===== src/rtl/unified_mem_arbiter_pkg.sv =====
// Shared definitions for the unified instruction/data memory arbiter.
// Holds the sequencer state encoding and default bus widths.
package unified_mem_arbiter_pkg;

  localparam int DEFAULT_ADDR_W = 32;
  localparam int DEFAULT_DATA_W = 32;

  typedef enum logic [2:0] {
    IDLE  = 3'd0,
    IBUSY = 3'd1,
    DBUSY = 3'd2,
    IRESP = 3'd3,
    DRESP = 3'd4
  } arb_state_t;

endpackage


===== src/rtl/unified_mem_arbiter_starve_counter.sv =====
// Saturating count of data grants issued while a fetch is waiting.
// at_limit tells the arbiter that the fetch must be served next.
module arb_starve_counter #(
  parameter int LIMIT = 4
) (
  input  logic clk,
  input  logic reset,
  input  logic inc,
  input  logic clr,
  output logic at_limit
);

  localparam int CNT_W = $clog2(LIMIT + 1);
  localparam logic [CNT_W-1:0] LIMIT_VAL = CNT_W'(LIMIT);

  logic [CNT_W-1:0] count;

  // Clear has priority so an instruction grant always restarts the window
  always_ff @(posedge clk or posedge reset) begin
    if (reset) begin
      count <= '0;
    end else if (clr) begin
      count <= '0;
    end else if (inc && (count != LIMIT_VAL)) begin
      count <= count + 1'b1;
    end
  end

  assign at_limit = (count == LIMIT_VAL);

endmodule


===== src/rtl/unified_mem_arbiter.sv =====
// Shares one single-port memory between instruction fetch and load/store.
// Data wins by default; a starvation counter guarantees fetch progress.
module unified_mem_arbiter
  import unified_mem_arbiter_pkg::*;
#(
  parameter int ADDR_W       = DEFAULT_ADDR_W,
  parameter int DATA_W       = DEFAULT_DATA_W,
  parameter int STARVE_LIMIT = 4
) (
  input  logic              clk,
  input  logic              reset,
  input  logic              if_req,
  input  logic [ADDR_W-1:0] if_addr,
  input  logic              if_abort,
  output logic [DATA_W-1:0] if_rdata,
  output logic              if_done,
  input  logic              d_req,
  input  logic              d_we,
  input  logic [ADDR_W-1:0] d_addr,
  input  logic [DATA_W-1:0] d_wdata,
  output logic [DATA_W-1:0] d_rdata,
  output logic              d_done,
  output logic              stall_if,
  output logic              stall_mem,
  output logic              mem_req,
  output logic              mem_we,
  output logic [ADDR_W-1:0] mem_addr,
  output logic [DATA_W-1:0] mem_wdata,
  input  logic [DATA_W-1:0] mem_rdata,
  input  logic              mem_ready,
  output logic              busy
);

  arb_state_t state, next_state;

  logic grant_d;
  logic grant_i;
  logic starve_inc;
  logic starve_clr;
  logic at_limit;
  logic abort_flag;

  arb_starve_counter #(
    .LIMIT(STARVE_LIMIT)
  ) u_starve (
    .clk     (clk),
    .reset   (reset),
    .inc     (starve_inc),
    .clr     (starve_clr),
    .at_limit(at_limit)
  );

  always_ff @(posedge clk or posedge reset) begin
    if (reset) begin
      state <= IDLE;
    end else begin
      state <= next_state;
    end
  end

  // Arbitration only happens in IDLE; busy states wait for the memory handshake
  always_comb begin
    next_state = state;
    grant_d    = 1'b0;
    grant_i    = 1'b0;
    starve_inc = 1'b0;
    starve_clr = 1'b0;
    case (state)
      IDLE: begin
        if (!if_req) begin
          starve_clr = 1'b1;
        end
        if (d_req && (!if_req || !at_limit)) begin
          grant_d    = 1'b1;
          starve_inc = if_req;
          next_state = DBUSY;
        end else if (if_req && !if_abort) begin
          grant_i    = 1'b1;
          starve_clr = 1'b1;
          next_state = IBUSY;
        end
      end
      IBUSY: if (mem_ready) next_state = IRESP;
      DBUSY: if (mem_ready) next_state = DRESP;
      IRESP: next_state = IDLE;
      DRESP: next_state = IDLE;
      default: next_state = IDLE;
    endcase
  end

  // An aborted fetch still completes on the memory; only its done pulse is lost
  always_ff @(posedge clk or posedge reset) begin
    if (reset) begin
      mem_addr   <= '0;
      mem_wdata  <= '0;
      mem_we     <= 1'b0;
      if_rdata   <= '0;
      d_rdata    <= '0;
      abort_flag <= 1'b0;
    end else begin
      if (grant_d) begin
        mem_addr  <= d_addr;
        mem_wdata <= d_wdata;
        mem_we    <= d_we;
      end else if (grant_i) begin
        mem_addr  <= if_addr;
        mem_wdata <= '0;
        mem_we    <= 1'b0;
      end
      if ((state == IBUSY) && mem_ready) begin
        if_rdata <= mem_rdata;
      end
      if ((state == DBUSY) && mem_ready) begin
        d_rdata <= mem_we ? '0 : mem_rdata;
      end
      if ((state == IBUSY) && if_abort) begin
        abort_flag <= 1'b1;
      end else if (state == IRESP) begin
        abort_flag <= 1'b0;
      end
    end
  end

  assign mem_req   = (state == IBUSY) || (state == DBUSY);
  assign busy      = (state != IDLE);
  assign if_done   = (state == IRESP) && !abort_flag && !if_abort;
  assign d_done    = (state == DRESP);
  assign stall_if  = if_req & ~if_done;
  assign stall_mem = d_req & ~d_done;

endmodule

===== config.mk =====
export PLATFORM = sky130hd
export DESIGN_NAME = unified_mem_arbiter
export DESIGN_NICKNAME = d
export VERILOG_FILES = /design/src/rtl/unified_mem_arbiter_pkg.sv /design/src/rtl/unified_mem_arbiter_starve_counter.sv /design/src/rtl/unified_mem_arbiter.sv
export SDC_FILE = /design/constraint.sdc
export NUM_CORES = 1
export LEC_CHECK = 0
export CAP_MARGIN = 20
export CORE_MARGIN = 5
export CORE_UTILIZATION = 45
export CTS_CLUSTER_DIAMETER = 100
export DETAILED_ROUTE_END_ITERATION = 6
export GPL_TIMING_DRIVEN = 0
export MAX_ROUTING_LAYER = met4
export PLACE_DENSITY = 0.95
export SLEW_MARGIN = 20
export SYNTH_ARGS = -nofsm -noshare
export SYNTH_HDL_FRONTEND = slang
export SYNTH_SLANG_ARGS = --single-unit

===== constraint.sdc =====
create_clock -name clk -period 6.6 [get_ports clk]
set_input_delay 1.32 -clock clk [delete_from_list [all_inputs] [get_ports clk]]
set_output_delay 1.32 -clock clk [all_outputs]
set_load 0.1 [all_outputs]

==> results.md, run 1 <==
- Outcome: finished clean
- Final worst path period share: 71.2%
- DIE AREA: 0.0152 sq mm
- Diodes inserted: 0
- Ports: 270
- Drt pass-1 iters: 4
- Tightest Pin Transition: 1070 ps
- Share of the synthesized area in the top cell type: 59.1%
- Avg Synthesized Cell Area: 13.1 sq um
- DRC viols: 0
- Register-to-register setup slack: 4780 ps
- Clock H-tree levels: 4
- Die Ht: 123 microns
- Num rows: 41
- CTS clk-pin slew, worst paths: 60 ps
- Layout Nets: 866
- Cts bufs inserted: 17
- Area leader, netlist: dfrtp_1
- Crit path from: if_abort
- Vias per std cell: 5.32
- Initial core utilization: 45.8%
- Worst hold path class: register to register
- Core footprint: 0.0126 sq mm
- Maximum clock path buffer count: 2
- TritonCTS clock tree: built
- Critical path arrival: 3380 ps
- Initial DRC count: 342
- Clock sink total: 136
- Yosys synthesis warning count: 0
- Post-route ant nets: 0
- Sequential share of the synthesized area: 59.1%
- Final Max Slew Viols: 0
- Layout cells sized above 1: 13.5%
- Largest net degree at the start of global routing: 72
- Crit path capture: if_done
- CP Capture Type: output port
- R2r worst-path depth: 6
- Clock latency on the worst-skew pair: 420 ps
- Max Fclk: 0.213 GHz
- Synth Net Count: 577
- Vias in the first global route: 5341
- Synth unique cells: 40
- Finished Cell Area: 0.00928 sq mm
- Wire per inst: 20.4 microns
- PostCTS Resize Cnt: 0
- Crit start category: input pin
- Fillers: 759
- Area grow syn2layout: 61.2%
- Total congestion overflow: 0
- Relative slew slack: 28.3%
- First-pass GRT wire length: 28300 microns
- Final Critical Period: 4700 ps
- Critical path peak fanout: 5
- GR Util All Layers: 25.4%
- Final core utilization: 73.8%
- Final Setup Violations: 0
- Largest cells by area after synthesis: dfrtp_1 (59%), mux2_4 (7.8%), o221a_1 (5.9%)
- Mapped Area: 0.00576 sq mm
- Via Count: 4862
- RSZ-0062 raised after global routing: false
- Post-Synthesis Cells: 440
- Worst Clk Skew: 11.4 ps
- Postcts setup bufs: 0
- Final Wtd Congestion: 0.866
- Initial antenna violation count: 0
- Kind of critical path: input pin to output port
- Drt total wl: 18600 microns
- Number of max-cap violations: 0
- Count of input and output buffers: 269
- Post-CTS Hold Buffers: 0
- Required time worst endpoint: 5280 ps
- Area after DPL: 0.00870 sq mm
- FF-to-FF Start: u_starve.count[0]$_DFFE_PP0P_
- Reg2reg end: mem_wdata[29]$_DFFE_PP0P_
- Synthesis-stage register bit count: 136
- Root Driver: clkbuf_16
- Fin. Hold Viols: 0
- Die W: 123 microns
- Dpl hpwl: 14100 microns
- Total Neg Setup Slack: 0 ps
## critical path, stage by stage
cell,delay (ps)
clkdlybuf4s50_1,490
nor3_1,320
clkdlybuf4s50_1,1240
## kinds of logic after synthesis
group	Yosys count	share of synthesized area, %
AO/OA/AOI/OAI	109	15.5
AND/OR/NAND/NOR	124	12.3
buffers and inverters	35	4.09
multiplexers	33	8.41
adder cells (fa/ha/maj)	2	0.435
XOR/XNOR	1	0.152
flip-flops	136	59.1
## state kept, by name, summed over array words and instances (netlist names)
name / flops
mem_we: 1
if_rdata: 32
state: 3
abort_flag: 1
u_starve.count: 3
mem_addr: 32
d_rdata: 32
mem_wdata: 32
## cell usage in the layout (no fill, tap or decap), drive strengths merged, types with 3 or more instances in the layout
master and count:
a21oi 3, a22o 33, buf 23, clkbuf 28, clkdlybuf4s50 269, clkinv 6, clkinvlp 3, dfrtp 136
inv 6, mux2 33, nand2 40, nand2b 32, nand3 3, nor2 5, nor2b 4, nor3 3
o21ai 35, o221a 32, or2 32
## through the flow
step,cells,hold WS (ps),setup WS [ps]
floorplan,440,485,538
global placement,881,461,26.7
detailed placement,882,470,1920
CTS,914,484,1910
global route,914,515,1840
finish,914,482,1900
## Yosys cell counts, drive strengths merged
| cell type | instances |
|---|---|
| dfrtp | 136 |
| nand2 | 40 |
| o21ai | 35 |
| a22o | 33 |
| mux2 | 33 |
| nand2b | 32 |
| o221a | 32 |
| or2 | 32 |
| buf | 22 |
| clkbuf | 8 |
| inv | 5 |
| nor2 | 5 |
| nor2b | 4 |
| a21oi | 3 |
| nand3 | 3 |
| nor3 | 3 |
| and2 | 2 |
| ha | 2 |
| o21a | 2 |
| a211o | 1 |
| a211oi | 1 |
| a21boi | 1 |
| a32o | 1 |
| and3b | 1 |
| nand4b | 1 |
| nand4bb | 1 |
| xnor2 | 1 |
## layer usage
layer / wire length (microns) / GRT usage [%] / part of all wire [%]
met1: 6880 / 28.0 / 37
met3: 1550 / 7.87 / 8.3
met5: 0 / - / 0
met2: 9650 / 43.0 / 52
met4: 556 / 10.3 / 3.0
## worst min-delay path by stage
stage / start / to / slack [ps] / depth (start not counted)
floorplan: u_starve.count[0]$_DFFE_PP0P_ / u_starve.count[0]$_DFFE_PP0P_ / 480 / 1
global placement: d_rdata[6]$_DFFE_PP0P_ / d_rdata[6]$_DFFE_PP0P_ / 460 / 2
detailed placement: d_rdata[15]$_DFFE_PP0P_ / d_rdata[15]$_DFFE_PP0P_ / 470 / 2
CTS: d_rdata[15]$_DFFE_PP0P_ / d_rdata[15]$_DFFE_PP0P_ / 480 / 2
global route: mem_wdata[13]$_DFFE_PP0P_ / mem_wdata[13]$_DFFE_PP0P_ / 510 / 1
finish: d_rdata[15]$_DFFE_PP0P_ / d_rdata[15]$_DFFE_PP0P_ / 480 / 2
## area by class of cell
cell class | count | area (sq um) | area share (%)
clock buffers | 20 | 457 | 4.92
repair buffers | 270 | 2720 | 29.3
inverters | 5 | 26.3 | 0.283
flip-flops and latches | 136 | 3400 | 36.7
multi-input cells | 269 | 2120 | 22.8
well taps | 172 | 215 | 2.32
clock inverters | 12 | 125 | 1.35
plain buffers | 30 | 216 | 2.33
Power of run 1 is not shown: default switching activity piles up to over one toggle a cycle in this logic, so the estimate is an artifact.
==> inputs of run 2 (changes only) <==
--- a/config.mk
+++ b/config.mk
@@ -7,12 +7,12 @@
 export LEC_CHECK = 0
 export CAP_MARGIN = 20
 export CORE_MARGIN = 5
-export CORE_UTILIZATION = 45
+export CORE_UTILIZATION = 41
 export CTS_CLUSTER_DIAMETER = 100
 export DETAILED_ROUTE_END_ITERATION = 6
 export GPL_TIMING_DRIVEN = 0
 export MAX_ROUTING_LAYER = met4
-export PLACE_DENSITY = 0.95
+export PLACE_DENSITY = 0.89
 export SLEW_MARGIN = 20
 export SYNTH_ARGS = -nofsm -noshare
 export SYNTH_HDL_FRONTEND = slang
==> constraint.sdc (replaced) <==
create_clock -name clk -period 4.6 [get_ports clk]
set_input_delay 0.92 -clock clk [delete_from_list [all_inputs] [get_ports clk]]
set_output_delay 0.92 -clock clk [all_outputs]
set_load 0.1 [all_outputs]
==> run 2 against run 1 <==
Effect of this change: register-to-register slack lost 2100 ps; non-clock buffer count unchanged; highest routed layer unchanged; wire length shrank 7.5%; critical path type unchanged; largest cell class unchanged.
==> results.md, run 2 (same netlist as run 1, synthesis figures left out) <==
- Commonest non-fill, non-tap cells in the layout: clkdlybuf4s50_1 (269), dfrtp_1 (136), nand2_1 (39)
- CP Capture Type: output port
- Commonest non-fill, non-tap cell in the layout: clkdlybuf4s50_1
- Final Setup Violations: 0
- Area grow syn2layout: 61.7%
- Fin. Hold Viols: 0
- Fillers: 961
- Via Count: 4680
- Max Fclk: 0.258 GHz
- Pre-CTS WS: 755 ps
- Root Driver: clkbuf_16
- R2r worst-path depth: 6
- Dpl hpwl: 13300 microns
- Clock sink total: 136
- TritonCTS clock tree: built
- Postcts setup bufs: 0
- RSZ-0062 raised after global routing: false
- Diodes inserted: 0
- CTS clk-pin slew, worst paths: 60 ps
- Count of input and output buffers: 269
- First-pass GRT wire length: 26900 microns
- Worst Clk Skew: 8.20 ps
- Post-CTS Hold Buffers: 0
- Num rows: 43
- Cts bufs inserted: 17
- Drt total wl: 17300 microns
- Initial antenna violation count: 0
- Vias in the first global route: 5318
- Hold depth: 2
- Final Wtd Congestion: 0.883
- DIE AREA: 0.0165 sq mm
- GR Util All Layers: 21.7%
- Worst hold path class: register to register
- Maximum clock path buffer count: 2
- Multi-input gate area: 0.00212 sq mm
- Post-route ant nets: 0
- Final core utilization: 67.3%
- Drt pass-1 iters: 4
- Final worst path period share: 84.1%
- Layout Nets: 866
- PostCTS Resize Cnt: 0
- Kind of critical path: input pin to output port
- Critical path arrival: 2950 ps
- Crit start category: input pin
- Ports: 270
- Final Worst Setup Slack: 729 ps
- Largest net degree at the start of global routing: 92
- Relative slew slack: 29.9%
- Final Max Slew Viols: 0
- Required time worst endpoint: 3680 ps
- Reg area: 0.00340 sq mm
- Clock latency on the worst-skew pair: 410 ps
- Number of max-cap violations: 0
- Initial core utilization: 41.6%
- Outcome: finished clean
- Initial DRC count: 212
- Vias per std cell: 5.08
- Clock H-tree levels: 4
- Final Critical Period: 3870 ps
- Layout cells sized above 1: 13.6%
- Total congestion overflow: 0
- Die W: 128 microns
- Core footprint: 0.0138 sq mm
- Critical path peak fanout: 5
- Wire per inst: 18.7 microns
- Die Ht: 128 microns
- DRC viols: 0
- Tightest Pin Transition: 1050 ps
-- run 2: cell count changes in the layout (fill, tap and decap cells not counted), sizes merged --
| cell | before | now |
|---|---|---|
| clkinv | 6 | 5 |
| clkbuf | 28 | 29 |
-- run 2: critical path: stages --
cell	delay, ps
clkdlybuf4s50_1	500
nor3_2	320
clkdlybuf4s50_1	1200
-- run 2: area by class of cell --
class | instances | share of cell area (%)
flip-flops and latches | 136 | 36.6
inverters | 5 | 0.282
multi-input cells | 269 | 22.8
repair buffers | 270 | 29.2
clock buffers | 21 | 5.06
plain buffers | 30 | 2.33
well taps | 180 | 2.42
clock inverters | 11 | 1.29
-- run 2: stage by stage --
stage | setup TNS, ps | instances | instance area, sq um | hold slack (ps)
final | 0 | 922 | 9300 | 479
after global routing | 0 | 922 | 9300 | 501
after detailed placement | 0 | 890 | 8710 | 470
after CTS | 0 | 922 | 9300 | 484
after global placement | -219370 | 889 | 8680 | 464
after floorplan | 0 | 440 | 5760 | 485
-- run 2: layer usage --
layer	vias up	track usage, %	part of all wire, %
met2	228	36.3	50
met5	-	-	0
li1	2158	-	-
met1	2262	25.0	40
met3	32	5.60	7.3
met4	0	8.43	2.4
-- run 2: worst paths after layout --
kind	to	slack, ps	from
max	if_done	730	if_abort
min	d_rdata[7]$_DFFE_PP0P_	480	d_rdata[7]$_DFFE_PP0P_
max reg2reg	mem_wdata[27]$_DFFE_PP0P_	2730	u_starve.count[0]$_DFFE_PP0P_
min reg2reg	d_rdata[7]$_DFFE_PP0P_	480	d_rdata[7]$_DFFE_PP0P_
max in group asynchronous	mem_addr[28]$_DFFE_PP0P_	2970	reset
min in group asynchronous	mem_wdata[20]$_DFFE_PP0P_	890	reset
Power of run 2 is left out for the same reason.
